<file path="config.mk">
export PLATFORM = sky130hd
export DESIGN_NAME = threshold_ctrl
export DESIGN_NICKNAME = d
export VERILOG_FILES = /design/src/rtl/qr_pkg.sv /design/src/rtl/luma_stats.sv /design/src/rtl/threshold_ctrl.sv
export SDC_FILE = /design/constraint.sdc
export NUM_CORES = 1
export LEC_CHECK = 0
export ABC_AREA = 1
export ABC_CLOCK_PERIOD_IN_PS = 4900
export CAP_MARGIN = 10
export CELL_PAD_IN_SITES_DETAIL_PLACEMENT = 0
export CELL_PAD_IN_SITES_GLOBAL_PLACEMENT = 2
export CORE_ASPECT_RATIO = 1.25
export CORE_UTILIZATION = 37
export DETAILED_ROUTE_END_ITERATION = 12
export PLACE_DENSITY = 0.85
export RECOVER_POWER = 100
export SETUP_SLACK_MARGIN = 0.5
export SYNTH_ARGS = -nofsm -noshare
export SYNTH_HDL_FRONTEND = slang
export SYNTH_SLANG_ARGS = --single-unit
</file>
<file path="constraint.sdc">
create_clock -name clk_in -period 4.9 [get_ports clk_in]
set_input_delay 0.98 -clock clk_in [delete_from_list [all_inputs] [get_ports clk_in]]
set_output_delay 0.98 -clock clk_in [all_outputs]
set_load 0.02 [all_outputs]
</file>
<file path="src/rtl/qr_pkg.sv">
// qr_pkg: shared types, widths and saturation helper for the adaptive threshold controller.
//   LUMA_W      width of a luma sample
//   THRESH_W    width of the binarizer threshold bus
//   thr_state_t controller FSM states
//   sat_luma    clamps a signed blend result into the 0..255 luma range
package qr_pkg;

    localparam int LUMA_W   = 8;
    localparam int THRESH_W = 9;

    typedef enum logic [1:0] {IDLE, ACCUM, COMPUTE, BLEND} thr_state_t;

    function automatic logic [LUMA_W-1:0] sat_luma(input logic signed [LUMA_W+2:0] v);
        return (v < 11'sd0) ? '0 : ((v > 11'sd255) ? '1 : v[LUMA_W-1:0]);
    endfunction

endpackage

</file>
<file path="src/rtl/luma_stats.sv">
// luma_stats: running per-frame min/max of the luma stream.
//   clk_in, rst_n_in  clock, asynchronous active-low reset
//   clear_in          restart the statistics this cycle
//   valid_in          luma_in is a pixel to fold in
//   luma_in           pixel luma
//   min_out, max_out  running minimum / maximum
//   seen_out          at least one pixel folded in since the last clear
module luma_stats
    import qr_pkg::*;
(
    input  logic              clk_in,
    input  logic              rst_n_in,
    input  logic              clear_in,
    input  logic              valid_in,
    input  logic [LUMA_W-1:0] luma_in,
    output logic [LUMA_W-1:0] min_out,
    output logic [LUMA_W-1:0] max_out,
    output logic              seen_out
);

    logic [LUMA_W-1:0] base_min;
    logic [LUMA_W-1:0] base_max;
    logic              base_seen;

    // A clear coinciding with a pixel starts the new frame with that pixel,
    // since frame_start arrives together with the first pixel.
    always_comb begin
        base_min  = clear_in ? '1 : min_out;
        base_max  = clear_in ? '0 : max_out;
        base_seen = clear_in ? 1'b0 : seen_out;
    end

    always_ff @(posedge clk_in or negedge rst_n_in) begin
        if (!rst_n_in) begin
            min_out  <= '1;
            max_out  <= '0;
            seen_out <= 1'b0;
        end else begin
            min_out  <= (valid_in && luma_in < base_min) ? luma_in : base_min;
            max_out  <= (valid_in && luma_in > base_max) ? luma_in : base_max;
            seen_out <= base_seen | valid_in;
        end
    end

endmodule

</file>
<file path="src/rtl/threshold_ctrl.sv">
// threshold_ctrl: per-frame adaptive threshold for the pixel binarizer.
//   clk_in, rst_n_in   clock, asynchronous active-low reset
//   frame_start_in     pulse with the first pixel of a frame
//   frame_end_in       pulse after the last pixel of a frame
//   pixel_valid_in     luma_in carries a pixel
//   luma_in            pixel luma
//   manual_en_in       select manual_thresh_in instead of the computed threshold
//   manual_thresh_in   manual threshold, saturated to 255
//   thresh_out         registered threshold to the binarizer (0..255)
//   thresh_update_out  pulse when thresh_out changes
//   busy_out           high while accumulating, computing or blending
module threshold_ctrl
    import qr_pkg::*;
#(
    parameter logic [THRESH_W-1:0] DEFAULT_THRESH = 9'd128,
    parameter int                  SMOOTH_SHIFT   = 2,
    parameter logic [LUMA_W-1:0]   MIN_CONTRAST   = 8'd32
) (
    input  logic                clk_in,
    input  logic                rst_n_in,
    input  logic                frame_start_in,
    input  logic                frame_end_in,
    input  logic                pixel_valid_in,
    input  logic [LUMA_W-1:0]   luma_in,
    input  logic                manual_en_in,
    input  logic [THRESH_W-1:0] manual_thresh_in,
    output logic [THRESH_W-1:0] thresh_out,
    output logic                thresh_update_out,
    output logic                busy_out
);

    thr_state_t state, state_next;
    logic              pending_start, pending_next;
    logic              stats_clear, stats_en;
    logic [LUMA_W-1:0] stat_min, stat_max;
    logic              stat_seen;
    logic [LUMA_W-1:0] target;
    logic              reject;
    logic [LUMA_W-1:0] thresh_auto;
    logic [LUMA_W:0]   sum_mm;
    logic [LUMA_W-1:0] contrast;
    logic signed [LUMA_W+1:0] diff, step;
    logic signed [LUMA_W+2:0] blended;
    logic [LUMA_W-1:0] manual_sat;
    logic [THRESH_W-1:0] thresh_next;

    luma_stats u_stats (
        .clk_in   (clk_in),
        .rst_n_in (rst_n_in),
        .clear_in (stats_clear),
        .valid_in (pixel_valid_in & stats_en),
        .luma_in  (luma_in),
        .min_out  (stat_min),
        .max_out  (stat_max),
        .seen_out (stat_seen)
    );

    // Statistics are only read during COMPUTE, so a frame_start seen in
    // COMPUTE/BLEND can restart them immediately and the early pixels of the
    // next frame are kept rather than dropped.
    always_comb begin
        state_next   = state;
        pending_next = pending_start;
        stats_clear  = frame_start_in;
        stats_en     = frame_start_in | pending_start;
        case (state)
            IDLE: begin
                if (frame_start_in || pending_start) begin
                    state_next   = ACCUM;
                    pending_next = 1'b0;
                end
            end
            ACCUM: begin
                stats_en = 1'b1;
                if (frame_end_in && !frame_start_in) state_next = COMPUTE;
            end
            COMPUTE: begin
                state_next   = BLEND;
                pending_next = pending_start | frame_start_in;
            end
            default: begin
                state_next   = (pending_start || frame_start_in) ? ACCUM : IDLE;
                pending_next = 1'b0;
            end
        endcase
    end

    always_comb begin
        sum_mm      = {1'b0, stat_min} + {1'b0, stat_max};
        contrast    = stat_max - stat_min;
        diff        = $signed({2'b00, target}) - $signed({2'b00, thresh_auto});
        step        = diff >>> SMOOTH_SHIFT;
        blended     = $signed({3'b000, thresh_auto}) + $signed({step[LUMA_W+1], step});
        manual_sat  = (manual_thresh_in > 9'd255) ? 8'hFF : manual_thresh_in[LUMA_W-1:0];
        thresh_next = {1'b0, manual_en_in ? manual_sat : thresh_auto};
        busy_out    = (state != IDLE);
    end

    always_ff @(posedge clk_in or negedge rst_n_in) begin
        if (!rst_n_in) begin
            state             <= IDLE;
            pending_start     <= 1'b0;
            target            <= '0;
            reject            <= 1'b1;
            thresh_auto       <= DEFAULT_THRESH[LUMA_W-1:0];
            thresh_out        <= DEFAULT_THRESH;
            thresh_update_out <= 1'b0;
        end else begin
            state             <= state_next;
            pending_start     <= pending_next;
            thresh_out        <= thresh_next;
            thresh_update_out <= (thresh_next != thresh_out);
            if (state == COMPUTE) begin
                target <= sum_mm[LUMA_W:1];
                reject <= !stat_seen || (contrast < MIN_CONTRAST);
            end
            if (state == BLEND && !reject) thresh_auto <= sat_luma(blended);
        end
    end

endmodule

</file>
==> results.yml, run 1 <==
final_layout:
  antennaDiodeCount: 0
  filler_cell_count: 958
  final_cell_mix: "nand2_1, inv_1, ha_1"
  fin_area_um2: 4098
  drive_gt1_share_pct: 7.835
  nets: 555
  area.growth.synth_to_final_pct: 14.99
  layout_commonest_cell: "nand2_1"
worst_setup_path:
  crit_path_top_delay_cell: "dlygate4sd3_1"
  r2r-start: "thresh_auto[3]"
  crit_type: "primary input to flip-flop"
  worst-path-buf-inv: 3
  cpPeakStageDelay_ns: 0.52
  start_kind: "primary input"
  cp_common_cell: "nand2_1"
  cpLargestDelayFamily: "buffers and inverters"
  path_cells: "dlygate4sd3_1 > clkbuf_1 > clkinv_1 > nand2_1 > ha_1 > a21oi_1 > o21ai_0 > nand2_1 > o211ai_1 > nand2_1 > nor2_1 > a21oi_2"
  cp_max_fo: 16
  cp.required_ns: 5.12
  startpoint: "frame_start_in"
  arrival_ns: 3.70
  end_kind: "flip-flop"
  reg2reg_slack_ns: 1.52
placed_design:
  globalplace.congestion: 0.7643
  preCtsSetupSlack_ns: 1.701
  hpwl_mm: 6.445
  numPortBuffers: 32
  placed_cell_area_um2: 3991
timing:
  slew_violations: 47
  finalHoldViolCount: 0
  setup_slack_ns: 1.422
  setup_violations: 0
  whs_ns: 0.4433
  finalSetupTns_ns: 0
  fin_worst_skew_ns: 0.005792
  max_slew_margin_pct: -60.55
  worst_slew_pin_slew_ns: 2.408
  max_freq_mhz: 287.5
  rsz0062_at_grt: "no"
  period_share_pct: 70.98
  fin_crit_ns: 3.478
floorplan:
  initial_utilization_pct: 38.64
  dieArea_um2: 10030
  row_count: 39
  die_w_um: 89.78
  io_pins: 34
  core_area_um2: 9223
  die-height_um: 111.7
yosys:
  netlist_area_um2: 3563
  synth_top_family_by_area: "simple AND/OR/NAND/NOR gates"
  synthSimpleGateAreaFrac_pct: 24.68
  synth_edf_count: 0
  synth_flop_cell: "dfrtp_1"
  synth_area_leaders: "dfrtp_1, ha_1, nand2_1"
  synth_mux_area_share_pct: 0
  async_flop_share_pct: 100.0
  synth-xor-area-share_pct: 4.178
  syn_area_per_cell_um2: 7.919
  synthCells: 450
  yosys_warnings: 0
  synth_compound_area_share_pct: 12.85
  yosys.area.top_type_share_pct: 24.58
  ys_types: 41
  syn-num-nets: 521
  synth_adder_area_share_pct: 17.28
  ys_seq_elements: 46
  yosysSeqAreaShare_pct: 32.69
  synth_top_cell_by_area: "dfrtp_1"
drt:
  wl_per_cell_um: 12.94
  viasPerCell: 4.801
  drtIter0Drc: 90
  vias: 2919
  drt_wl_total_mm: 7.867
  drc: 0
  firstDrtPassIters: 4
  ant_nets: 0
clock_tree:
  clk_latency_ns: 0.29
  cts-root-buf: "clkbuf_16"
  ctsResizeCount: 0
  cts_buffers: 5
  cts_tree: "done"
  h-tree-depth: 2
  cts_setup_buffers: 0
  clock_path_buffers: 2
  clk_pin_slew_ns: 0.07
  clock-sinks: 46
  hold_buffers: 0
pwr:
  power.leakage_nw: 2.075
  power.total_mw: 3.037
  ir_worst_vdd_uv: 245.0
  power.density_nw_per_um2: 741.1
min_path:
  hold_start: "u_stats.seen_out"
  hold_path.class: "flip-flop to flip-flop"
global_route:
  track_usage_pct: 16.74
  antenna_found_initial: 0
  grt_pass1_vias: 2881
  grt_overflow: 0
  grt_start_max_net_pins: 47
  grt_pass1_wl_mm: 13.29
outcome:
  status: "finished, violations left"
  violations: "max-capacitance violations, max-slew violations"
flow_run:
  maxCapViolCount: 1
-- cell usage after synthesis, types with 6 or more instances --
library cell    n
a21oi_1        30
a31oi_1         7
dfrtp_1        35
dfstp_2        11
ha_1           46
inv_1          61
nand2_1       115
nand2_2         6
nand3_1        14
nor2_1         35
o21ai_0        12
o22ai_1         8
xnor2_1        12
-- per-layer routing --
metal  part of all wire, %  track usage, %  up-vias
met3                   1.7           2.527       10
met4                   1.6           5.464        0
met5                     0               0        -
met1                    40           16.85     1355
li1                      -               -     1529
met2                    57           34.31       25
-- power breakdown --
group / total, mW / switching (mW) / internal (mW)
registers: 0.678 / 0.141 / 0.537
logic: 1.97 / 1.18 / 0.792
clock network: 0.386 / 0.145 / 0.241
total: 3.04 / 1.47 / 1.57
-- cell families after synthesis --
family,Yosys count
AND/OR/NAND/NOR,193
flip-flops,46
XOR/XNOR,17
other,1
buffers and inverters,71
adder cells (fa/ha/maj),48
AO/OA/AOI/OAI,74
-- flip-flops by register name (all words and copies together), names as in the netlist --
register           cells
pending_start          1
thresh_out             8
state                  2
thresh_update_out      1
thresh_auto            8
u_stats.min_out        8
u_stats.max_out        8
reject                 1
u_stats.seen_out       1
target                 8
-- worst reg2reg max path, cell delays in order (launching register included) --
cell	delay, ns
dfrtp_1	0.44
inv_1	0.07
ha_1	0.32
a21oi_1	0.25
nand2_4	0.11
nand2_1	0.09
nand2_1	0.05
nand2_1	0.07
nand2_1	0.09
xnor2_1	0.14
inv_1	0.08
ha_1	0.32
nand2_1	0.08
nor2_1	0.09
nand2_1	0.05
nand3_1	0.10
a21oi_1	0.13
a31oi_1	0.56
o21ai_0	0.19
nand2_1	0.10
-- through the flow --
| step | utilization [%] | instances |
|---|---|---|
| 2_1_floorplan | - | 450 |
| 3_3_place_gp | 43.28 | 600 |
| 3_5_place_dp | 43.28 | 600 |
| 4_1_cts | 45.08 | 608 |
| 5_1_grt | 44.43 | 608 |
| 6_report | 44.43 | 608 |
-- worst paths after layout --
path / to / cells past startpoint
min in group asynchronous: thresh_out[4] / 1
worst min-delay path: reject / 1
max in group asynchronous: u_stats.max_out[0] / 1
worst max register to register: thresh_auto[1] / 19
worst max-delay path: u_stats.max_out[7] / 12
worst min register to register: reject / 1
-- area by class of cell --
class | instances | area [µm²] | share of cell area, %
multi-input cells | 333 | 2051 | 50.05
flip-flops and latches | 46 | 1165 | 28.43
repair buffers | 33 | 317.8 | 7.756
inverters | 65 | 244.0 | 5.954
well taps | 123 | 153.9 | 3.756
clock buffers | 6 | 128.9 | 3.145
clock inverters | 2 | 37.54 | 0.9160
No activity file was read; power rests on OpenSTA's default activity.
==> inputs of run 2 (changes only) <==
--- a/config.mk
+++ b/config.mk
@@ -6,14 +6,14 @@
 export NUM_CORES = 1
 export LEC_CHECK = 0
 export ABC_AREA = 1
-export ABC_CLOCK_PERIOD_IN_PS = 4900
+export ABC_CLOCK_PERIOD_IN_PS = 2900
 export CAP_MARGIN = 10
 export CELL_PAD_IN_SITES_DETAIL_PLACEMENT = 0
 export CELL_PAD_IN_SITES_GLOBAL_PLACEMENT = 2
 export CORE_ASPECT_RATIO = 1.25
-export CORE_UTILIZATION = 37
+export CORE_UTILIZATION = 31
 export DETAILED_ROUTE_END_ITERATION = 12
-export PLACE_DENSITY = 0.85
+export PLACE_DENSITY = 0.75
 export RECOVER_POWER = 100
 export SETUP_SLACK_MARGIN = 0.5
 export SYNTH_ARGS = -nofsm -noshare
==> constraint.sdc (replaced) <==
create_clock -name clk_in -period 2.9 [get_ports clk_in]
set_input_delay 0.58 -clock clk_in [delete_from_list [all_inputs] [get_ports clk_in]]
set_output_delay 0.58 -clock clk_in [all_outputs]
set_load 0.02 [all_outputs]
==> run 2 against run 1 <==
Utilization is 4.8 points lower; global-route usage is 2.5 points lower; clock power is 47% higher; power is 99% higher; register-to-register slack worse by 1.3 ns; critical path type is now flip-flop to flip-flop; the flow finishes with violations (design-rule violations); cell count is 5.3% higher.
==> results.yml, run 2 (same netlist as run 1, synthesis figures left out) <==
drt:
  vias: 2991
  ant_nets: 0
  firstDrtPassIters: 8
  drt_wl_total_mm: 8.295
  wl_per_cell_um: 12.96
  drtIter0Drc: 74
  drc: 4
  viasPerCell: 4.673
placed_design:
  globalplace.congestion: 0.7423
  dp_cells: 620
  hpwl_mm: 6.572
  numPortBuffers: 32
  preCtsSetupSlack_ns: -0.04571
  placed_cell_area_um2: 4106
worst_setup_path:
  path_depth: 22
  r2r-end: "thresh_auto[2]"
  r2r-start: "target[1]"
  cp.required_ns: 3.07
  cpPeakStageDelay_ns: 0.39
  reg2reg_slack_ns: 0.19
  startpoint: "target[1]"
  cpLargestDelayFamily: "simple AND/OR/NAND/NOR gates"
  reg2reg_depth: 22
  worst-path-buf-inv: 1
  critical_path.endpoint: "thresh_auto[2]"
  cp_max_fo: 6
  crit_path_top_delay_cell: "dfrtp_1"
  end_kind: "flip-flop"
  path_cells: "ha_1 > nand2_2 > nand2_4 > nand2_4 > nand2_4 > nand2_2 > nand2_2 > nand2_2 > nand2_4 > xnor2_2 > inv_2 > ha_4 > nand2_2 > nor2_1 > nand2_1 > nand3_2 > a21oi_4 > nand3_2 > nand2_4 > nand2_1 > nand2_1 > nand2_1"
  arrival_ns: 2.88
  start_kind: "flip-flop"
  crit_type: "flip-flop to flip-flop"
final_layout:
  drive_gt1_share_pct: 17.62
  layout_commonest_cell: "nand2_1"
  area.growth.synth_to_final_pct: 23.77
  filler_cell_count: 1209
  layout.cells.non_filler: 640
  nets: 575
  fin_area_um2: 4410
  final_cell_mix: "nand2_1, inv_1, ha_1"
  antennaDiodeCount: 0
timing:
  fin_worst_skew_ns: 0.01033
  setup_slack_ns: 0.1935
  fin_crit_ns: 2.706
  slew_violations: 0
  worst_slew_pin_slew_ns: 1.016
  max_slew_margin_pct: 32.26
  max_freq_mhz: 369.5
  period_share_pct: 93.33
  rsz0062_at_grt: "yes"
  setup_violations: 0
  finalHoldViolCount: 0
clock_tree:
  h-tree-depth: 2
  cts-root-buf: "clkbuf_16"
  clk_latency_ns: 0.29
  clock-sinks: 46
  cts_tree: "done"
  cts_buffers: 5
  clock_path_buffers: 2
  clk_pin_slew_ns: 0.07
global_route:
  grt_pass1_wl_mm: 13.59
  grt_overflow: 0
  grt_start_max_net_pins: 45
  track_usage_pct: 14.22
  grt_pass1_vias: 2983
  antenna_found_initial: 0
pwr:
  power.density_nw_per_um2: 1371
  power_frac_clock_pct: 9.4
  p_comb_share_pct: 72.7
  pwr-share-seq_pct: 18.0
  power.switching_mw: 2.904
  power.leakage_nw: 2.184
  ir_worst_vdd_uv: 442.8
  intPower_mw: 3.144
  switching_share_pct: 48.02
floorplan:
  io_pins: 34
  die-height_um: 121.9
  initial_utilization_pct: 32.00
  row_count: 43
  core_area_um2: 11140
  die_w_um: 97.90
  dieArea_um2: 11930
outcome:
  status: "finished, violations left"
  violations: "design-rule violations"
min_path:
  hold_path.class: "flip-flop to flip-flop"
flow_run:
  maxCapViolCount: 0
run 2: cell types whose count changed in the layout (fill, tap and decap cells not counted), sizes merged:
cell,delta
clkinv,+1
nand2,+1
clkinvlp,+1
inv,+1
buf,+17
dlygate4sd3,-1
bufinv,-1
clkbuf,+1
run 2: layout make-up:
cell class	instances	area, µm²	area share, %
Timing Repair Buffer	51	444.2	10.07
Timing Repair inverter	1	7.507	0.1702
Sequential cell	46	1165	26.41
Inverter	65	247.7	5.617
Tap cell	135	168.9	3.830
Clock inverter	3	18.77	0.4255
Clock buffer	5	125.1	2.837
Multi-Input combinational cell	334	2233	50.64
run 2: worst register-to-register path, stage by stage, from the launching register on:
cell     delay, ns
dfrtp_1       0.39
ha_1          0.30
nand2_2       0.09
nand2_4       0.06
nand2_4       0.06
nand2_4       0.05
nand2_2       0.07
nand2_2       0.05
nand2_2       0.08
nand2_4       0.07
xnor2_2       0.13
inv_2         0.08
ha_4          0.24
nand2_2       0.07
nor2_1        0.04
nand2_1       0.07
nand3_2       0.13
a21oi_4       0.21
nand3_2       0.11
nand2_4       0.12
nand2_1       0.06
nand2_1       0.06
nand2_1       0.05
run 2: how the worst min path moves through the flow:
stage / start / endpoint / cells past startpoint
2_1_floorplan: rst_n_in / pending_start / 0
3_5_place_dp: u_stats.seen_out / reject / 1
5_1_grt: u_stats.seen_out / reject / 1
4_1_cts: u_stats.seen_out / reject / 1
6_report: u_stats.seen_out / reject / 1
3_3_place_gp: u_stats.seen_out / reject / 1
run 2: what timing repair did:
item / CTS / global route
gates resized for setup: 14 / 14
hold endpoints to repair: 0 / 0
pin swaps: 14 / 14
endpoints found under the setup margin: 8 / 16
cloned: 0 / 2
hold buffers: 0 / 0
buffers inserted: 6 / 4
run 2: metal layers:
| layer | track usage (%) | routed length [µm] | vias up |
|---|---|---|---|
| met2 | 29.40 | 4697 | 42 |
| met4 | 2.841 | 23 | 0 |
| li1 | - | - | 1569 |
| met3 | 1.951 | 198 | 3 |
| met1 | 15.01 | 3376 | 1377 |
| met5 | 0 | 0 | - |
run 2: metrics by stage:
step	power, mW	util, %	setup TNS, ns	hold WS, ns
finish	6.049	39.60	0	0.4532
global route	6.662	39.60	-0.2297	0.4711
CTS	5.873	39.19	0	0.4596
detailed placement	4.946	36.87	-0.1922	0.4482
global placement	4.914	36.87	0	0.4433
floorplan	4.075	-	0	0.2844
run 2: power groups by stage:
stage | logic, mW | registers [mW] | clock network, mW
floorplan | 2.97 | 1.11 | 0
global placement | 3.81 | 1.10 | 0
detailed placement | 3.84 | 1.11 | 0
CTS | 4.19 | 1.10 | 0.588
global route | 4.93 | 1.12 | 0.613
finish | 4.39 | 1.09 | 0.568
==> inputs of run 3 (changes only) <==
--- a/config.mk
+++ b/config.mk
@@ -11,9 +11,11 @@
 export CELL_PAD_IN_SITES_DETAIL_PLACEMENT = 0
 export CELL_PAD_IN_SITES_GLOBAL_PLACEMENT = 2
 export CORE_ASPECT_RATIO = 1.25
-export CORE_UTILIZATION = 31
+export CORE_UTILIZATION = 34
+export CTS_CLUSTER_SIZE = 25
 export DETAILED_ROUTE_END_ITERATION = 12
-export PLACE_DENSITY = 0.75
+export DONT_BUFFER_PORTS = 1
+export PLACE_DENSITY = 0.74
 export RECOVER_POWER = 100
 export SETUP_SLACK_MARGIN = 0.5
 export SYNTH_ARGS = -nofsm -noshare
==> run 3 against run 2 <==
The run ends with max-capacitance violations, max-slew violations left; highest routed layer unchanged; global-route usage rose by 2.0 points; critical path type unchanged; first-iteration DRC count up 2.7%; non-clock buffer count down 34; register-to-register slack hardly changed; maximum frequency is 0.35% lower.
==> results.yml, run 3 (same netlist as run 1, synthesis figures left out) <==
clock_tree:
  cts-root-buf: "clkbuf_16"
  cts_tree: "done"
  clock-sinks: 46
  clock_path_buffers: 2
  clk_latency_ns: 0.29
  cts_buffers: 5
  clk_pin_slew_ns: 0.07
  h-tree-depth: 2
timing:
  setup_violations: 0
  worst_slew_pin_slew_ns: 1.937
  finalHoldViolCount: 0
  max_slew_margin_pct: -29.10
  fin_crit_ns: 2.716
  slew_violations: 36
  setup_slack_ns: 0.1841
  period_share_pct: 93.65
  rsz0062_at_grt: "yes"
  max_freq_mhz: 368.2
  fin_worst_skew_ns: 0.01388
min_path:
  hold_path.class: "primary input to async pin"
floorplan:
  die_w_um: 93.57
  core_area_um2: 10160
  initial_utilization_pct: 35.08
  io_pins: 34
  row_count: 41
  dieArea_um2: 10900
  die-height_um: 116.5
outcome:
  violations: "max-capacitance violations, max-slew violations"
  status: "finished, violations left"
worst_setup_path:
  crit_type: "flip-flop to flip-flop"
  end_kind: "flip-flop"
  cp_max_fo: 6
  arrival_ns: 2.89
  cp.required_ns: 3.07
  start_kind: "flip-flop"
placed_design:
  globalplace.congestion: 0.7969
  hpwl_mm: 6.462
  numPortBuffers: 0
  preCtsSetupSlack_ns: 0.1156
final_layout:
  filler_cell_count: 1112
  seq_area_um2: 1165
  layout_commonest_cell: "nand2_1"
  drive_gt1_share_pct: 17.48
  antennaDiodeCount: 0
  final_cell_mix: "nand2_1, inv_1, ha_1"
  nets: 539
  fin_util_pct: 40.03
  multi_input_area_um2: 2240
  area.growth.synth_to_final_pct: 14.12
drt:
  viasPerCell: 4.751
  drtIter0Drc: 76
  ant_nets: 0
  drc: 0
  firstDrtPassIters: 4
  vias: 2841
  drt_wl_total_mm: 8.262
  wl_per_cell_um: 13.82
global_route:
  track_usage_pct: 16.25
  antenna_found_initial: 0
  grt_pass1_wl_mm: 13.64
  grt_overflow: 0
  grt_pass1_vias: 2899
  grt_start_max_net_pins: 36
flow_run:
  maxCapViolCount: 1
==> run 3: final timing paths <==
kind | startpoint | end | slack [ns] | cells after the start
max reg2reg | thresh_auto[1] | thresh_auto[3] | 0.18 | 23
max in group asynchronous | rst_n_in | target[0] | 0.95 | 1
min reg2reg | u_stats.seen_out | reject | 0.44 | 1
max | thresh_auto[1] | thresh_auto[3] | 0.18 | 23
min in group clk_in | luma_in[2] | u_stats.min_out[2] | 0.41 | 2
min | rst_n_in | thresh_auto[7] | 0.12 | 0
==> run 3: layout make-up <==
cell class / instances / share of cell area [%]
Multi-Input combinational cell: 333 / 55.08
Tap cell: 129 / 3.969
Sequential cell: 46 / 28.65
Timing Repair Buffer: 17 / 2.769
Clock buffer: 5 / 3.077
Inverter: 65 / 6.000
Clock inverter: 3 / 0.4615
==> run 3: routing by layer <==
metal  wire length (µm)  track usage [%]
met1               3321            17.33
met2               4558            31.52
met3                152            2.799
met4                229            6.359
met5                  0                0
==> run 3: what timing repair did <==
item,in CTS,in global routing
endpoints found under the setup margin,8,8
hold buffers,1,0
gates resized for setup,4,17
endpoints found under the hold margin,35,0
setup buffers,6,4
pin swaps,13,25
==> run 3: through the flow <==
step	std cells	hold WS (ns)	setup TNS, ns	area, µm²
after floorplan	450	0.2844	0	3603
after global placement	579	0.2852	0	3761
after detailed placement	579	0.2854	0	3761
after CTS	594	0.1161	0	3993
after global routing	598	0.1055	-0.1108	4066
final	598	0.1242	0	4066
==> run 3: critical path: stages, from the launching register on <==
cell,delay (ns)
dfrtp_1,0.38
inv_1,0.06
ha_1,0.29
nand2_2,0.08
nand2_4,0.07
nand2_4,0.06
nand2_4,0.05
nand2_4,0.06
nand2_2,0.05
nand2_2,0.08
nand2_4,0.06
xnor2_2,0.17
inv_2,0.08
ha_4,0.22
nand2_2,0.07
nor2_1,0.04
nand2_1,0.06
nand3_2,0.11
a21oi_4,0.22
nand3_2,0.11
nand2_4,0.11
nand2_2,0.05
nand2_1,0.05
nand2_1,0.05
Power of run 3 is not shown: default switching activity piles up to over one toggle a cycle in this logic, so the estimate is an artifact.
